### src/rtl/exc_ctrl.sv
// Exception/interrupt controller: prioritises EX exceptions, IRQs and ERET, sequences flush/EPC/redirect, owns CP0 Status/Cause.
// Optional macro EXC_IRQ_MASK_EN makes Status.IM writable and applies it to interrupts.
module exc_ctrl #(
    parameter logic [31:0] VECTOR_ADDR = 32'h0000_0008,
    parameter int unsigned NUM_IRQ     = 4
) (
    input  logic               clk,
    input  logic               rst,
    input  logic [NUM_IRQ-1:0] irq,
    input  logic               stall,
    input  logic [31:0]        ex_pc,
    input  logic               ex_valid,
    input  logic               ex_ovf,
    input  logic               ex_ri,
    input  logic               ex_syscall,
    input  logic               mem_eret,
    input  logic               cp0_we,
    input  logic [4:0]         cp0_addr,
    input  logic [31:0]        cp0_wdata,
    input  logic [31:0]        epc_q,
    output logic [31:0]        epc_d,
    output logic               flush,
    output logic               pc_redirect,
    output logic [31:0]        redirect_pc,
    output logic [31:0]        status,
    output logic [31:0]        cause,
    output logic               busy
);

    localparam logic [4:0] CP0_STATUS = 5'd12;
    localparam logic [4:0] EXC_INT    = 5'd0;
    localparam logic [4:0] EXC_SYS    = 5'd8;
    localparam logic [4:0] EXC_RI     = 5'd10;
    localparam logic [4:0] EXC_OV     = 5'd12;

    typedef enum logic [1:0] {
        IDLE       = 2'd0,
        FLUSH      = 2'd1,
        ERET_FLUSH = 2'd2,
        REDIRECT   = 2'd3
    } state_t;

    state_t             state, next_state;
    logic               ie, exl;
    logic [7:0]         im;
    logic [NUM_IRQ-1:0] im_eff;
    logic [NUM_IRQ-1:0] ip;
    logic [4:0]         exc_code, exc_code_n;
    logic [31:0]        cap_pc, target_pc;
    logic               take_exc, take_eret, irq_pend, status_we;
    logic               unused_ok;

`ifdef EXC_IRQ_MASK_EN
    always_ff @(posedge clk) begin
        if (rst)            im <= 8'h00;
        else if (status_we) im <= cp0_wdata[15:8];
    end
    assign im_eff = im[NUM_IRQ-1:0];
`else
    assign im     = 8'h00;
    assign im_eff = '1;
`endif

    assign status_we = cp0_we && (cp0_addr == CP0_STATUS);
    assign irq_pend  = ((irq & im_eff) != '0) && ie && !exl && ex_valid;
    assign unused_ok = ^cp0_wdata;

    // State register
    always_ff @(posedge clk) begin
        if (rst) state <= IDLE;
        else     state <= next_state;
    end

    // Request arbitration and sequencing
    always_comb begin
        next_state = state;
        take_exc   = 1'b0;
        take_eret  = 1'b0;
        exc_code_n = exc_code;
        case (state)
            IDLE: begin
                if (!stall) begin
                    if (mem_eret) begin
                        take_eret  = 1'b1;
                        next_state = ERET_FLUSH;
                    end else if (ex_valid && ex_ovf) begin
                        take_exc   = 1'b1;
                        exc_code_n = EXC_OV;
                    end else if (ex_valid && ex_ri) begin
                        take_exc   = 1'b1;
                        exc_code_n = EXC_RI;
                    end else if (ex_valid && ex_syscall) begin
                        take_exc   = 1'b1;
                        exc_code_n = EXC_SYS;
                    end else if (irq_pend) begin
                        take_exc   = 1'b1;
                        exc_code_n = EXC_INT;
                    end
                    if (take_exc) next_state = FLUSH;
                end
            end
            FLUSH, ERET_FLUSH: next_state = REDIRECT;
            REDIRECT:          next_state = IDLE;
            default:           next_state = IDLE;
        endcase
    end

    // Registered outputs and CP0 state; controller EXL update overrides mtc0
    always_ff @(posedge clk) begin
        if (rst) begin
            flush       <= 1'b0;
            pc_redirect <= 1'b0;
            redirect_pc <= 32'h0;
            busy        <= 1'b0;
            ip          <= '0;
            exc_code    <= 5'd0;
            cap_pc      <= 32'h0;
            target_pc   <= 32'h0;
            ie          <= 1'b0;
            exl         <= 1'b0;
        end else begin
            flush       <= (next_state == FLUSH) || (next_state == ERET_FLUSH);
            pc_redirect <= (next_state == REDIRECT);
            redirect_pc <= (next_state == REDIRECT) ? target_pc : 32'h0;
            busy        <= (next_state != IDLE);
            ip          <= irq;
            if (status_we) begin
                ie  <= cp0_wdata[0];
                exl <= cp0_wdata[1];
            end
            if (take_exc) begin
                cap_pc    <= ex_pc;
                exc_code  <= exc_code_n;
                target_pc <= VECTOR_ADDR;
                exl       <= 1'b1;
            end
            if (take_eret) begin
                target_pc <= epc_q;
                exl       <= 1'b0;
            end
        end
    end

    assign epc_d  = (state == FLUSH) ? cap_pc : epc_q;
    assign status = {16'h0000, im, 6'b000000, exl, ie};

    always_comb begin
        cause                = 32'h0;
        cause[6:2]           = exc_code;
        cause[8 +: NUM_IRQ]  = ip;
    end

endmodule

### config.mk
export PLATFORM = sky130hd
export DESIGN_NAME = exc_ctrl
export DESIGN_NICKNAME = d
export VERILOG_FILES = /design/src/rtl/exc_ctrl.sv
export SDC_FILE = /design/constraint.sdc
export NUM_CORES = 1
export LEC_CHECK = 0
export ABC_AREA = 1
export BUFFER_PORTS_ARGS = -buffer_cell sky130_fd_sc_hd__clkbuf_2
export CORE_MARGIN = 5
export CORE_UTILIZATION = 40
export CTS_CLUSTER_SIZE = 40
export DETAILED_ROUTE_END_ITERATION = 10
export GPL_TIMING_DRIVEN = 0
export PLACE_DENSITY_LB_ADDON = 0.2
export REMOVE_ABC_BUFFERS = 1
export SYNTH_ARGS = -nofsm -noshare
export SYNTH_HDL_FRONTEND = slang
export SYNTH_SLANG_ARGS = --single-unit
### constraint.sdc
create_clock -name clk -period 1.9 [get_ports clk]
set_input_delay 0.19 -clock clk [delete_from_list [all_inputs] [get_ports clk]]
set_output_delay 0.19 -clock clk [all_outputs]
set_load 0.03 [all_outputs]
==> results.md, run 1 <==
* Worst path slowest cell: mux2_2
* Syn Area/Cell at 8.10 µm²
* Hold Crit Class: primary input to flop
* Share of cells above drive strength 1 at 0.325
* Largest family of logic cells by synthesized area: simple AND/OR/NAND/NOR gates
* Via Count at 3979
* #FFs+latches synth at 110
* CTS tree: done
* Crit path DAT at 1.67 ns
* Number of routed nets with antenna violations at 0
* Clock-pin slew on the worst setup and hold paths at 0.07 ns
* # rows at 39
* Yosys top cell area share at 0.479
* First-pass GRT wire length at 19700 µm
* Clk sinks at 110
* Critical path endpoint category: output pin
* Final Core Density at 0.521
* H-tree depth at 3
* Max Slew Vio Count at 0
* Post-Synth Simple-Gate Area at 0.180
* Compound-gate portion of the synthesized area at 0.0819
* DP Worst Slack at -1.13 ns
* Final net count at 842
* Crit path max fanout at 8
* Crit path launch type: flop
* Crit path required time at between 1.5 and 2 ns
* Layout Skew at 0.00749 ns
* Worst Max-Slew Pin Slew at 0.911 ns
* Max cap viols at 0
* Die width at 117 µm
* Wirelength per Cell at between 15 and 20 µm
* N_diodes at 0
* DR DRC count at 0
* Vias in the first global route at 3961
* Fin crit period at 1.86 ns
* Most area-consuming cells after synthesis: dfxtp_1 (48%), nand2_1 (9.6%), buf_4 (9.3%), a21oi_1 (7.8%), mux2_2 (7.6%)
* Root Buffer: clkbuf_16
* Final worst setup slack at 0.0376 ns
* Origin of the critical flop-to-flop path: state[1]$_SDFF_PP0_
* Port buffer count at 159
* CP peak stage delay at 0.35 ns
* CP top delay family: buffers and inverters
* Largest net degree at the start of global routing at 76
* Final hold violations at 0
* CORE AREA at 11300 µm²
* 1st-iter DRT viols at 192
* Initial DRT Pass Iterations at 5
* Post-Synth Adder-Cell Area at 0.0109
* Final setup violation count at 0
* Post-Route WL at between 10000 and 15000 µm
* Die Height at 117 µm
* Crit-path cells: inv_2, ha_4, clkbuf_16, mux2_2, buf_6
* Vias per cell at 4.56
* Clk_lat worst skew at 0.33 ns
* Initial Utilization at 0.406
* Total CTS buffers at 9
* Inst Count DP at 836
* Worst vdd ir at 0.000724 V
* Initial antenna violation count at 0
* DP HPWL at between 7000 and 8000 µm
* Area Overhead vs Synth at 28.2%
* Syn Std Cell Area at 4600 µm²
* Pwr dens at 1160 nW/µm²
* CP Class: flop to output pin
* IO Count at roughly 250
* Count of cell types in the netlist at 20
* Grt ovf at 0
* Bufs on Longest Clock Path at 2
* Tcrit/Tclk final at 0.980
* Hold Crit Start: irq[2]
* Die footprint at approximately 14000 µm²
* LEAKAGE at 0.00261 µW
* Seq/Total Area, Yosys at 0.479
* Post-Syn Instances at 568
* GRT Total Usage at 0.188
* Slew headroom at 0.392
* Yosys top cell by area: dfxtp_1
* Reg2reg setup slack at 0.11 ns
* Outcome: finished, final reports clean
* Worst Path Buf+Inv at 3
* Mux cell area share after synthesis at 0.0759
* Gpl congestion at 0.704
* XOR/XNOR Fraction of Synth Area at 0
* Peak Freq at 0.537 GHz
* Crit. Startpoint: state[1]$_SDFF_PP0_
* YS warnings at 0
* Final std cells w/o fill at between 800 and 900
[cells by family after synthesis]
group	Yosys count
DFF	110
adders and majority gates	4
muxes	31
AOI/OAI and AO/OA	75
and+or+nand+nor	204
buffers and inverters	143
other	1
[path summary, 6_finish.rpt]
kind	end	depth (start not counted)
max	epc_d[20]	5
max reg2reg	redirect_pc[0]$_SDFF_PP0_	10
min reg2reg	redirect_pc[16]$_SDFF_PP0_	2
min	ip[2]$_SDFF_PP0_	3
[registers in the layout, summed over array words and instances (netlist names)]
signal and count:
flush 1, exl 1, state 2, ip 4, exc_code 3, pc_redirect 1
redirect_pc 32, target_pc 32, busy 1, cap_pc 32, ie 1
[worst register-to-register path, delay by kind of cell, from the launching register on]
kind                       cells  cell delay, ns
and+or+nand+nor                2            0.22
adders and majority gates      2            0.41
buffers and inverters          4            0.43
AOI/OAI and AO/OA              2            0.28
DFF                            1            0.33
[where the power goes]
group	internal, µW	switching (µW)
Clock	1090	796
Sequential	2480	79.6
Combinational	882	1490
Total	4450	2370
[Yosys cell counts]
master,number
mux2_2,31
nor2_2,1
nand3_1,34
buf_1,1
inv_1,54
a31oi_1,1
ha_1,4
dfxtp_1,110
buf_2,14
conb_1,1
buf_4,57
clkbuf_1,13
o21ai_0,2
nand2_2,1
nand2_1,118
inv_2,1
nor2_1,49
a21oi_1,72
nand3_4,1
buf_6,3
[through the flow]
| stage | cell area (µm²) | hold WS (ns) | TNS (ns) | total power, µW |
|---|---|---|---|---|
| 2_1_floorplan | 4220 | 0.257 | -26.60 | 3880 |
| 3_3_place_gp | 5190 | 0.396 | -136.63 | 4380 |
| 3_5_place_dp | 5200 | 0.403 | -95.70 | 4420 |
| 4_1_cts | 5740 | 0.0402 | -0.217 | 6670 |
| 5_1_grt | 5900 | 0.0541 | -0.0583 | 7180 |
| 6_report | 5900 | 0.0506 | 0 | 6820 |
[cell type report]
class                           count  area [µm²]
Clock buffer                       12         256
Timing Repair Buffer              174        1070
Sequential cell                   110        2200
Timing Repair inverter              1        7.51
Fill cell                        1139        5420
Multi-Input combinational cell    373        1930
Tap cell                          143         179
Clock inverter                      4        45.0
Inverter                           55         213
[cells in the final DEF (no fill, tap or decap)]
cell type / synthesis / final
clkbuf_2: 0 / 136
nand2_1: 118 / 117
dfxtp_1: 110 / 109
a21oi_1: 72 / 72
conb_1: 1 / 55
inv_1: 54 / 51
nor2_1: 49 / 49
nand3_1: 34 / 34
mux2_2: 31 / 31
buf_4: 57 / 18
clkbuf_16: 0 / 11
buf_6: 3 / 9
buf_2: 14 / 5
ha_4: 0 / 3
clkinv_2: 0 / 3
o21ai_0: 2 / 2
inv_2: 1 / 2
nand3_4: 1 / 2
nor2_4: 0 / 2
clkinvlp_4: 0 / 2
nand2_8: 0 / 2
clkbuf_8: 0 / 2
buf_12: 0 / 2
nand2_2: 1 / 1
a31oi_1: 1 / 1
inv_4: 0 / 1
ha_1: 4 / 1
clkbuf_1: 13 / 1
bufinv_16: 0 / 1
nand3_2: 0 / 1
clkbuf_4: 0 / 1
buf_16: 0 / 1
dfxtp_2: 0 / 1
[timing repair]
action | CTS | global route
cloned | 5 | 2
buffers inserted | 11 | 2
endpoints found under the setup margin | 136 | 58
pin swaps | 3 | 2
resized for setup | 13 | 69
hold buffers | 0 | 0
[layer usage]
layer	GRT usage	vias to the layer above	wire length [µm]
li1	-	1990	-
met1	0.232	1826	5790
met2	0.330	150	6310
met3	0.0406	13	912
met4	0.0520	0	176
met5	0	-	0
Power figures use the tool's default switching activity.
==> run 2: changes to the inputs <==
==> constraint.sdc (replaced) <==
create_clock -name clk -period 1.9 [get_ports clk]
set_input_delay 0 -clock clk [delete_from_list [all_inputs] [get_ports clk]]
set_output_delay 0 -clock clk [all_outputs]
set_load 0.03 [all_outputs]
==> results.md, run 2 (synthesis gave the netlist of run 1 again) <==
* Register area at 2200 µm² (unchanged)
* Peak Freq at 0.565 GHz (was 0.537 GHz)
* Vias per cell at 4.52 (was 4.56)
* Reg2reg setup slack at 0.13 ns (was 0.11 ns)
* Slew headroom at 0.397 (was 0.392)
* Grt ovf at 0 (unchanged)
* Outcome: finished, final reports clean (unchanged)
* Vias in the first global route at 4349 (was 3961)
* Post-Route WL at 13900 µm (was 13200 µm)
* Critical path endpoint category: flop (was output pin)
* Clock-pin slew on the worst setup and hold paths at 0.07 ns (about the same)
* Crit path DAT at 2.03 ns (was 1.67 ns)
* Final net count at 913 (was 842)
* Area Overhead vs Synth at 41.7% (was 28.2%)
* Wirelength per Cell at 14.7 µm (was 15.1 µm)
* Layout Skew at 0.00993 ns (was 0.00749 ns)
* Die width at 117 µm (unchanged)
* Hold Crit Start: ex_syscall (was irq[2])
* Pwr dens at 1040 nW/µm² (was 1160 nW/µm²)
* Crit. Startpoint: state[1]$_SDFF_PP0_ (unchanged)
* Worst Reg-to-Reg Cells at 9 (was 10)
* Crit path required time at 2.16 ns (was 1.71 ns)
* H-tree depth at 3 (unchanged)
* Hold Crit Class: primary input to flop (unchanged)
* Root Buffer: clkbuf_16 (unchanged)
* CORE AREA at 11300 µm² (unchanged)
* Reg-to-Reg End: redirect_pc[0]$_SDFF_PP0_ (unchanged)
* Gpl congestion at 0.704 (unchanged)
* N_diodes at 0 (unchanged)
* Final std cells w/o fill at 943 (was 872)
* Initial Utilization at 0.406 (unchanged)
* Max Slew Vio Count at 0 (unchanged)
* Number of routed nets with antenna violations at 0 (unchanged)
* Multi-input gate area at 1940 µm² (was 1930 µm²)
* Placed Area at 5200 µm² (unchanged)
* CTS tree: done (unchanged)
* Design Area, Final at 6520 µm² (was 5900 µm²)
* Crit path max fanout at 17 (was 8)
* Fin crit period at 1.77 ns (was 1.86 ns)
* Clk_lat worst skew at 0.34 ns (was 0.33 ns)
* IO Count at 245 (unchanged)
* Worst Max-Slew Pin Slew at 0.904 ns (was 0.911 ns)
* Worst Hold Endpoint: exc_code[3]$_SDFFE_PP0P_ (was ip[2]$_SDFF_PP0_)
* Bufs on Longest Clock Path at 2 (unchanged)
* Commonest non-fill, non-tap cells in the layout: clkbuf_2 (158), nand2_1 (117), dfxtp_1 (109) (was clkbuf_2 (136), nand2_1 (117), dfxtp_1 (109))
* Inst Count DP at 836 (unchanged)
* 1st-iter DRT viols at 225 (was 192)
* Origin of the critical flop-to-flop path: state[1]$_SDFF_PP0_ (unchanged)
* Hold path depth at 5 (was 3)
* Largest net degree at the start of global routing at 76 (unchanged)
* Initial DRT Pass Iterations at 4 (was 5)
* Clk sinks at 110 (unchanged)
* Tcrit/Tclk final at 0.931 (was 0.980)
* Worst vdd ir at 0.000741 V (was 0.000724 V)
* Max cap viols at 0 (unchanged)
* Die footprint at 13700 µm² (unchanged)
* Number of fill cells at 1048 (was 1139)
* Final hold violations at 0 (unchanged)
* Commonest non-fill, non-tap cell in the layout: clkbuf_2 (unchanged)
* Top flop regs: cap_pc: 32 flops, redirect_pc: 32 flops, target_pc: 32 flops (unchanged)
* Die Height at 117 µm (unchanged)
* Port buffer count at 159 (unchanged)
* CP Class: flop to flop (was flop to output pin)
* # rows at 39 (unchanged)
* Share of cells above drive strength 1 at 0.291 (was 0.325)
* Initial antenna violation count at 0 (unchanged)
* Total CTS buffers at 9 (unchanged)
* LEAKAGE at 0.00288 µW (was 0.00261 µW)
* Final setup violation count at 0 (unchanged)
* DP HPWL at 7330 µm (unchanged)
* GRT Total Usage at 0.202 (was 0.188)
* DR DRC count at 0 (unchanged)
* Crit path launch type: flop (unchanged)
* First-pass GRT wire length at 21300 µm (was 19700 µm)
* Via Count at 4263 (was 3979)
run 2: cell types whose count changed in the layout (fill, tap and decap cells not counted), sizes merged:
cell         previous run  this run
clkbuf                151       171
buf                    35        11
dlygate4sd3             0        75
run 2: power by group:
part / switching [µW] / total (µW) / internal, µW / leakage, µW
Sequential: 78.7 / 2560 / 2480 / 0.000893
Combinational: 1500 / 2340 / 844 / 0.00183
Clock: 802 / 1890 / 1090 / 0.000152
run 2: timing repair:
item | 4_1_cts | 5_1_grt
gates cloned | 5 | 0
endpoints found under the setup margin | 136 | 29
hold buffers | 75 | 0
setup buffers | 11 | 0
endpoints found under the hold margin | 73 | 0
resized for setup | 13 | 5
pin swaps | 3 | 1
run 2: how the worst max path moves through the flow:
stage / slack [ns] / to / cells past startpoint
after floorplan: -0.38 / target_pc[0]$_SDFFE_PP0P_ / 7
after global routing: -0.01 / redirect_pc[31]$_SDFF_PP0_ / 9
final: 0.13 / redirect_pc[0]$_SDFF_PP0_ / 9
after CTS: 0.0005 / redirect_pc[30]$_SDFF_PP0_ / 9
after detailed placement: -1.13 / redirect_pc[29]$_SDFF_PP0_ / 7
after global placement: -1.71 / target_pc[31]$_SDFFE_PP0P_ / 7
run 2: per-layer routing:
layer | up-vias | part of all wire | routed length (µm) | GRT usage
li1 | 2138 | - | - | -
met1 | 1963 | 0.42 | 5870 | 0.237
met2 | 147 | 0.50 | 6900 | 0.372
met3 | 15 | 0.065 | 903 | 0.0401
met4 | 0 | 0.014 | 189 | 0.0558
met5 | - | 0 | 0 | 0
run 2: final cells by class:
class / count / share of cell area
Multi-Input combinational cell: 373 / 0.297
Clock inverter: 4 / 0.00691
Inverter: 55 / 0.0326
Sequential cell: 110 / 0.338
Tap cell: 143 / 0.0274
Clock buffer: 12 / 0.0393
Timing Repair inverter: 1 / 0.00115
Timing Repair Buffer: 245 / 0.257
run 2: critical path, stage by stage, from the launching register on:
cell	delay [ns]
dfxtp_1	0.30
inv_1	0.16
ha_4	0.25
inv_2	0.10
a21oi_1	0.20
a21oi_2	0.10
inv_1	0.10
ha_4	0.22
nand2_8	0.13
nor2_1	0.13
run 2: through the flow:
step	total power [µW]	util	TNS (ns)	worst slack, ns	hold slack, ns
floorplan	3880	-	-26.52	-0.377	0.0667
global placement	4380	0.459	-128.81	-1.71	0.206
detailed placement	4420	0.460	-92.33	-1.13	0.213
CTS	6780	0.573	0	0.000544	0.0566
global route	7150	0.576	-0.0162	-0.0118	0.0906
finish	6790	0.576	0	0.131	0.0624
